==> src/rtl/wisc_control_unit.sv <==
// WISC-15 main instruction decoder: registered control strobes and ALU command
// with a sticky halt state that only reset can clear.
module wisc_control_unit #(
    parameter int unsigned OPW = 4,
    parameter int unsigned ACW = 4
) (
    input  logic           clk,
    input  logic           rst,
    input  logic [OPW-1:0] opcode,
    output logic [ACW-1:0] alu_cmd,
    output logic           alu_src,
    output logic           reg_wrt,
    output logic           mem_to_reg,
    output logic           mem_wrt,
    output logic           branch,
    output logic           call,
    output logic           ret,
    output logic           halt,
    output logic           set_over,
    output logic           set_zero,
    output logic           llb,
    output logic           lhb
);

    localparam logic [OPW-1:0] OpAdd    = 4'b0000;
    localparam logic [OPW-1:0] OpPaddsb = 4'b0001;
    localparam logic [OPW-1:0] OpSub    = 4'b0010;
    localparam logic [OPW-1:0] OpNand   = 4'b0011;
    localparam logic [OPW-1:0] OpXor    = 4'b0100;
    localparam logic [OPW-1:0] OpSll    = 4'b0101;
    localparam logic [OPW-1:0] OpSrl    = 4'b0110;
    localparam logic [OPW-1:0] OpSra    = 4'b0111;
    localparam logic [OPW-1:0] OpLw     = 4'b1000;
    localparam logic [OPW-1:0] OpSw     = 4'b1001;
    localparam logic [OPW-1:0] OpLhb    = 4'b1010;
    localparam logic [OPW-1:0] OpLlb    = 4'b1011;
    localparam logic [OPW-1:0] OpB      = 4'b1100;
    localparam logic [OPW-1:0] OpCall   = 4'b1101;
    localparam logic [OPW-1:0] OpRet    = 4'b1110;
    localparam logic [OPW-1:0] OpHlt    = 4'b1111;

    localparam logic [ACW-1:0] AluAdd    = 4'b0000;
    localparam logic [ACW-1:0] AluSub    = 4'b0001;
    localparam logic [ACW-1:0] AluPaddsb = 4'b0010;
    localparam logic [ACW-1:0] AluXor    = 4'b0100;
    localparam logic [ACW-1:0] AluNand   = 4'b1000;
    localparam logic [ACW-1:0] AluSll    = 4'b1100;
    localparam logic [ACW-1:0] AluSrl    = 4'b1110;
    localparam logic [ACW-1:0] AluSra    = 4'b1111;

    typedef enum logic [0:0] {
        StRun,
        StHalt
    } state_e;

    typedef struct packed {
        logic [ACW-1:0] alu_cmd;
        logic           alu_src;
        logic           reg_wrt;
        logic           mem_to_reg;
        logic           mem_wrt;
        logic           branch;
        logic           call;
        logic           ret;
        logic           set_over;
        logic           set_zero;
        logic           llb;
        logic           lhb;
    } ctrl_t;

    state_e state_q, state_d;
    ctrl_t  ctrl_q, ctrl_d;

    // Halted: ctrl_d stays all-zero and the state never leaves StHalt.
    always_comb begin
        state_d = state_q;
        ctrl_d  = '0;
        if (state_q == StRun) begin
            unique case (opcode)
                OpAdd: begin
                    ctrl_d.reg_wrt  = 1'b1;
                    ctrl_d.set_zero = 1'b1;
                    ctrl_d.set_over = 1'b1;
                    ctrl_d.alu_cmd  = AluAdd;
                end
                OpPaddsb: begin
                    ctrl_d.reg_wrt = 1'b1;
                    ctrl_d.alu_cmd = AluPaddsb;
                end
                OpSub: begin
                    ctrl_d.reg_wrt  = 1'b1;
                    ctrl_d.set_zero = 1'b1;
                    ctrl_d.set_over = 1'b1;
                    ctrl_d.alu_cmd  = AluSub;
                end
                OpNand: begin
                    ctrl_d.reg_wrt  = 1'b1;
                    ctrl_d.set_zero = 1'b1;
                    ctrl_d.alu_cmd  = AluNand;
                end
                OpXor: begin
                    ctrl_d.reg_wrt  = 1'b1;
                    ctrl_d.set_zero = 1'b1;
                    ctrl_d.alu_cmd  = AluXor;
                end
                OpSll: begin
                    ctrl_d.reg_wrt  = 1'b1;
                    ctrl_d.set_zero = 1'b1;
                    ctrl_d.alu_src  = 1'b1;
                    ctrl_d.alu_cmd  = AluSll;
                end
                OpSrl: begin
                    ctrl_d.reg_wrt  = 1'b1;
                    ctrl_d.set_zero = 1'b1;
                    ctrl_d.alu_src  = 1'b1;
                    ctrl_d.alu_cmd  = AluSrl;
                end
                OpSra: begin
                    ctrl_d.reg_wrt  = 1'b1;
                    ctrl_d.set_zero = 1'b1;
                    ctrl_d.alu_src  = 1'b1;
                    ctrl_d.alu_cmd  = AluSra;
                end
                OpLw: begin
                    ctrl_d.reg_wrt    = 1'b1;
                    ctrl_d.mem_to_reg = 1'b1;
                    ctrl_d.alu_src    = 1'b1;
                end
                OpSw: begin
                    ctrl_d.mem_wrt = 1'b1;
                    ctrl_d.alu_src = 1'b1;
                end
                OpLhb: begin
                    ctrl_d.reg_wrt = 1'b1;
                    ctrl_d.lhb     = 1'b1;
                end
                OpLlb: begin
                    ctrl_d.reg_wrt = 1'b1;
                    ctrl_d.llb     = 1'b1;
                end
                OpB: begin
                    ctrl_d.branch = 1'b1;
                end
                OpCall: begin
                    ctrl_d.reg_wrt = 1'b1;
                    ctrl_d.call    = 1'b1;
                end
                OpRet: begin
                    ctrl_d.ret = 1'b1;
                end
                OpHlt: begin
                    state_d = StHalt;
                end
            endcase
        end
    end

    always_ff @(posedge clk or posedge rst) begin
        if (rst) begin
            state_q <= StRun;
            ctrl_q  <= '0;
        end else begin
            state_q <= state_d;
            ctrl_q  <= ctrl_d;
        end
    end

    assign alu_cmd    = ctrl_q.alu_cmd;
    assign alu_src    = ctrl_q.alu_src;
    assign reg_wrt    = ctrl_q.reg_wrt;
    assign mem_to_reg = ctrl_q.mem_to_reg;
    assign mem_wrt    = ctrl_q.mem_wrt;
    assign branch     = ctrl_q.branch;
    assign call       = ctrl_q.call;
    assign ret        = ctrl_q.ret;
    assign halt       = (state_q == StHalt);
    assign set_over   = ctrl_q.set_over;
    assign set_zero   = ctrl_q.set_zero;
    assign llb        = ctrl_q.llb;
    assign lhb        = ctrl_q.lhb;

endmodule

==> config.mk <==
export PLATFORM = sky130hd
export DESIGN_NAME = wisc_control_unit
export DESIGN_NICKNAME = d
export VERILOG_FILES = /design/src/rtl/wisc_control_unit.sv
export SDC_FILE = /design/constraint.sdc
export NUM_CORES = 1
export LEC_CHECK = 0
export BUFFER_PORTS_ARGS = -buffer_cell sky130_fd_sc_hd__buf_2
export CORE_MARGIN = 4
export CORE_UTILIZATION = 45
export DETAILED_ROUTE_END_ITERATION = 6
export PLACE_DENSITY = 0.82
export SLEW_MARGIN = 10
export SYNTH_ARGS = -nofsm -noshare
export SYNTH_HDL_FRONTEND = slang
export SYNTH_SLANG_ARGS = --single-unit
==> constraint.sdc <==
create_clock -name clk -period 1.4 [get_ports clk]
set_input_delay 0.14 -clock clk [delete_from_list [all_inputs] [get_ports clk]]
set_output_delay 0.14 -clock clk [all_outputs]
set_load 0.005 [all_outputs]
==> flow_summary.yaml <==
status:
  status: "finished, final reports clean"
global_route:
  overflow: 0
  use_met3_pct: 1.59
  grt_busiest_layer: "met2"
  grt_pass1_vias: 444
  grtUsageTotal_pct: 14.1
  grt_use_met1_pct: 17.7
  antenna_found_initial: 0
  grt_max_degree: 17
  grt_pass1_wl_mm: 1.99
  use_met2_pct: 22.1
synth:
  synth_common_cells: "16 x dfrtp_1, 5 x a21oi_1, 4 x nand2_1, 4 x nor3_1"
  syn_area_per_cell_um2: 11.4
  synthesis.nets: 59
  synth_most_common_cell: "dfrtp_1"
  synth_seq_cells: 16
  ys.flop_type: "dfrtp_1"
  yosysWarnings: 0
  yosysUniqueCellTypes: 19
  syn_area_um2: 607
  synth_area_leader_cell: "dfrtp_1"
  synth_seq_area_share_pct: 66.0
  syn_inst: 53
  synth_edf_count: 0
  synthTopCellsByArea: "dfrtp_1 66%, a21oi_1 4.1%, nor3_1 3.3%"
  yosys.area.top_type_share_pct: 66.0
  synthArstFlopShare_pct: 100
layout:
  num-nets-final: 82
  num_antenna_cells: 0
  final_area_um2: 753
  regArea_um2: 400
  drive_above_1_share_pct: 37.3
  fillCellCount: 104
  multi_input_area_um2: 173
  largest_register_ffs: 4
  syn_to_final_growth_pct: 24.1
setup_path:
  required_ps: 1260
  cp.buffers_inverters: 1
  crit_family: "flip-flops"
  start_kind: "register"
  cp_max_fo: 10
  slowest_delay_ps: 510
  cp_slowest_cell: "dfrtp_1"
  crit_type: "register to primary output"
  crit_chain: "buf_2"
  end_kind: "primary output"
  crit_arrival_ps: 960
detailed_routing:
  first_pass_iters: 4
  drt_wl_total_mm: 1.15
  dr_total_vias: 451
  via_per_inst: 5.07
  drt_iter0_markers: 18
  drc: 0
  routedWlPerCell_um: 12.9
  ant_nets: 0
placed_design:
  portBuffers: 21
  place_congestion: 0.859
  dp_hpwl_um: 832
  placed_area_um2: 707
timing:
  rsz0062_at_grt: "false"
  hold_viol: 0
  clock_skew_ps: 1.42
  slew_viol_final: 0
  setup_violations: 0
  fmax_mhz: 906
  tns_ps: 0
  timing.final.crit_share_pct: 78.9
  relSlewSlack_pct: 62.4
  tightestPinTransition_ps: 563
  period_minus_slack_ps: 1100
cts:
  clock_sinks: 16
  post_cts_resized: 0
  cts.clk_slew.worst_paths_ps: 90
  cts_max_path_buffers: 2
  cts_made_buffers: 3
  cts_max_level: 1
  cts_tree: "yes"
  clk_latency_ps: 280
  cts_root_buf: "clkbuf_4"
hold_path:
  worst_hold_path_type: "input pin to register"
job:
  cap_viol_max_count: 0
power:
  max-vdd-ir-drop_mv: 0.603
  leakagePower_nw: 0.407
  power_density_mw_per_mm2: 1100
floorplanning:
  core_area_mm2: 0.00119
  fp.dieH_um: 44.7
  start_util_pct: 51.2
  dieWidth_um: 44.7
  fp-row-count: 12
  die-area_mm2: 0.00200
  pin_count: 22
## cells by family (layout without fill, tap and decap cells)
| group | count (synthesis) | in the layout | share of synthesized area [%] |
|---|---|---|---|
| and+or+nand+nor | 20 | 20 | 18.1 |
| DFF | 16 | 16 | 66.0 |
| AOI/OAI and AO/OA | 8 | 8 | 7.42 |
| buffers and inverters | 7 | 29 | 5.57 |
| xor gates and xnor gates | 2 | 2 | 2.89 |
## layout by cell type (no fill, tap or decap)
cell	instances
dlygate4sd3_1	1
o21ai_0	1
o21bai_1	1
inv_1	3
nand2_1	4
dfrtp_1	16
xnor2_1	1
o211ai_1	1
nor2_1	2
or2_1	1
a21oi_1	5
nand2b_1	3
nor2_2	2
xor2_1	1
clkbuf_4	3
clkbuf_8	1
buf_2	21
nor4_1	3
nor3_1	4
or3_4	1
## worst paths after layout
kind                            from         end  slack (ps)  depth (start not counted)
max                             halt        halt         300                          1
min                        opcode[3]  alu_cmd[2]         120                          2
max reg2reg                     halt         llb         330                          2
min reg2reg                     halt     reg_wrt         620                          1
max in group asynchronous        rst     mem_wrt         580                          3
min in group asynchronous        rst     reg_wrt         450                          3
## cell type report
cell class | instances | area share (%)
inverter | 3 | 1.50
multi-input combinational | 30 | 22.9
clock buffer | 4 | 4.82
timing repair buffer | 22 | 15.3
sequential | 16 | 53.2
tap | 14 | 2.33
## where the power goes
group	total, mW	switching, mW	internal [mW]
combinational	0.0658	0.0426	0.0232
clock	0.293	0.135	0.158
sequential	0.473	0.00494	0.468
total	0.832	0.183	0.650
## routing by layer
| layer | up-vias | wire [um] | part of all wire, % |
|---|---|---|---|
| met5 | - | 0 | 0 |
| met4 | 0 | 16 | 1.4 |
| met3 | 2 | 102 | 8.9 |
| met2 | 24 | 566 | 49 |
| met1 | 208 | 463 | 40 |
| li1 | 217 | - | - |
## repair_timing
item | CTS | global route
setup buffers | 0 | 0
hold buffers | 1 | 0
hold endpoints to repair | 16 | 0
## per-stage QoR
stage / power [mW] / setup slack, ps / util, % / hold slack (ps) / instances
4_1_cts: 0.844 / 277 / 63.5 / 103 / 89
2_1_floorplan: 0.527 / 346 / - / 53.7 / 53
6_report: 0.832 / 296 / 63.5 / 116 / 89
3_5_place_dp: 0.547 / 341 / 59.6 / 220 / 84
5_1_grt: 0.879 / 237 / 63.5 / 116 / 89
3_3_place_gp: 0.545 / 398 / 59.6 / 214 / 84
(Power assumes the default switching activity.)
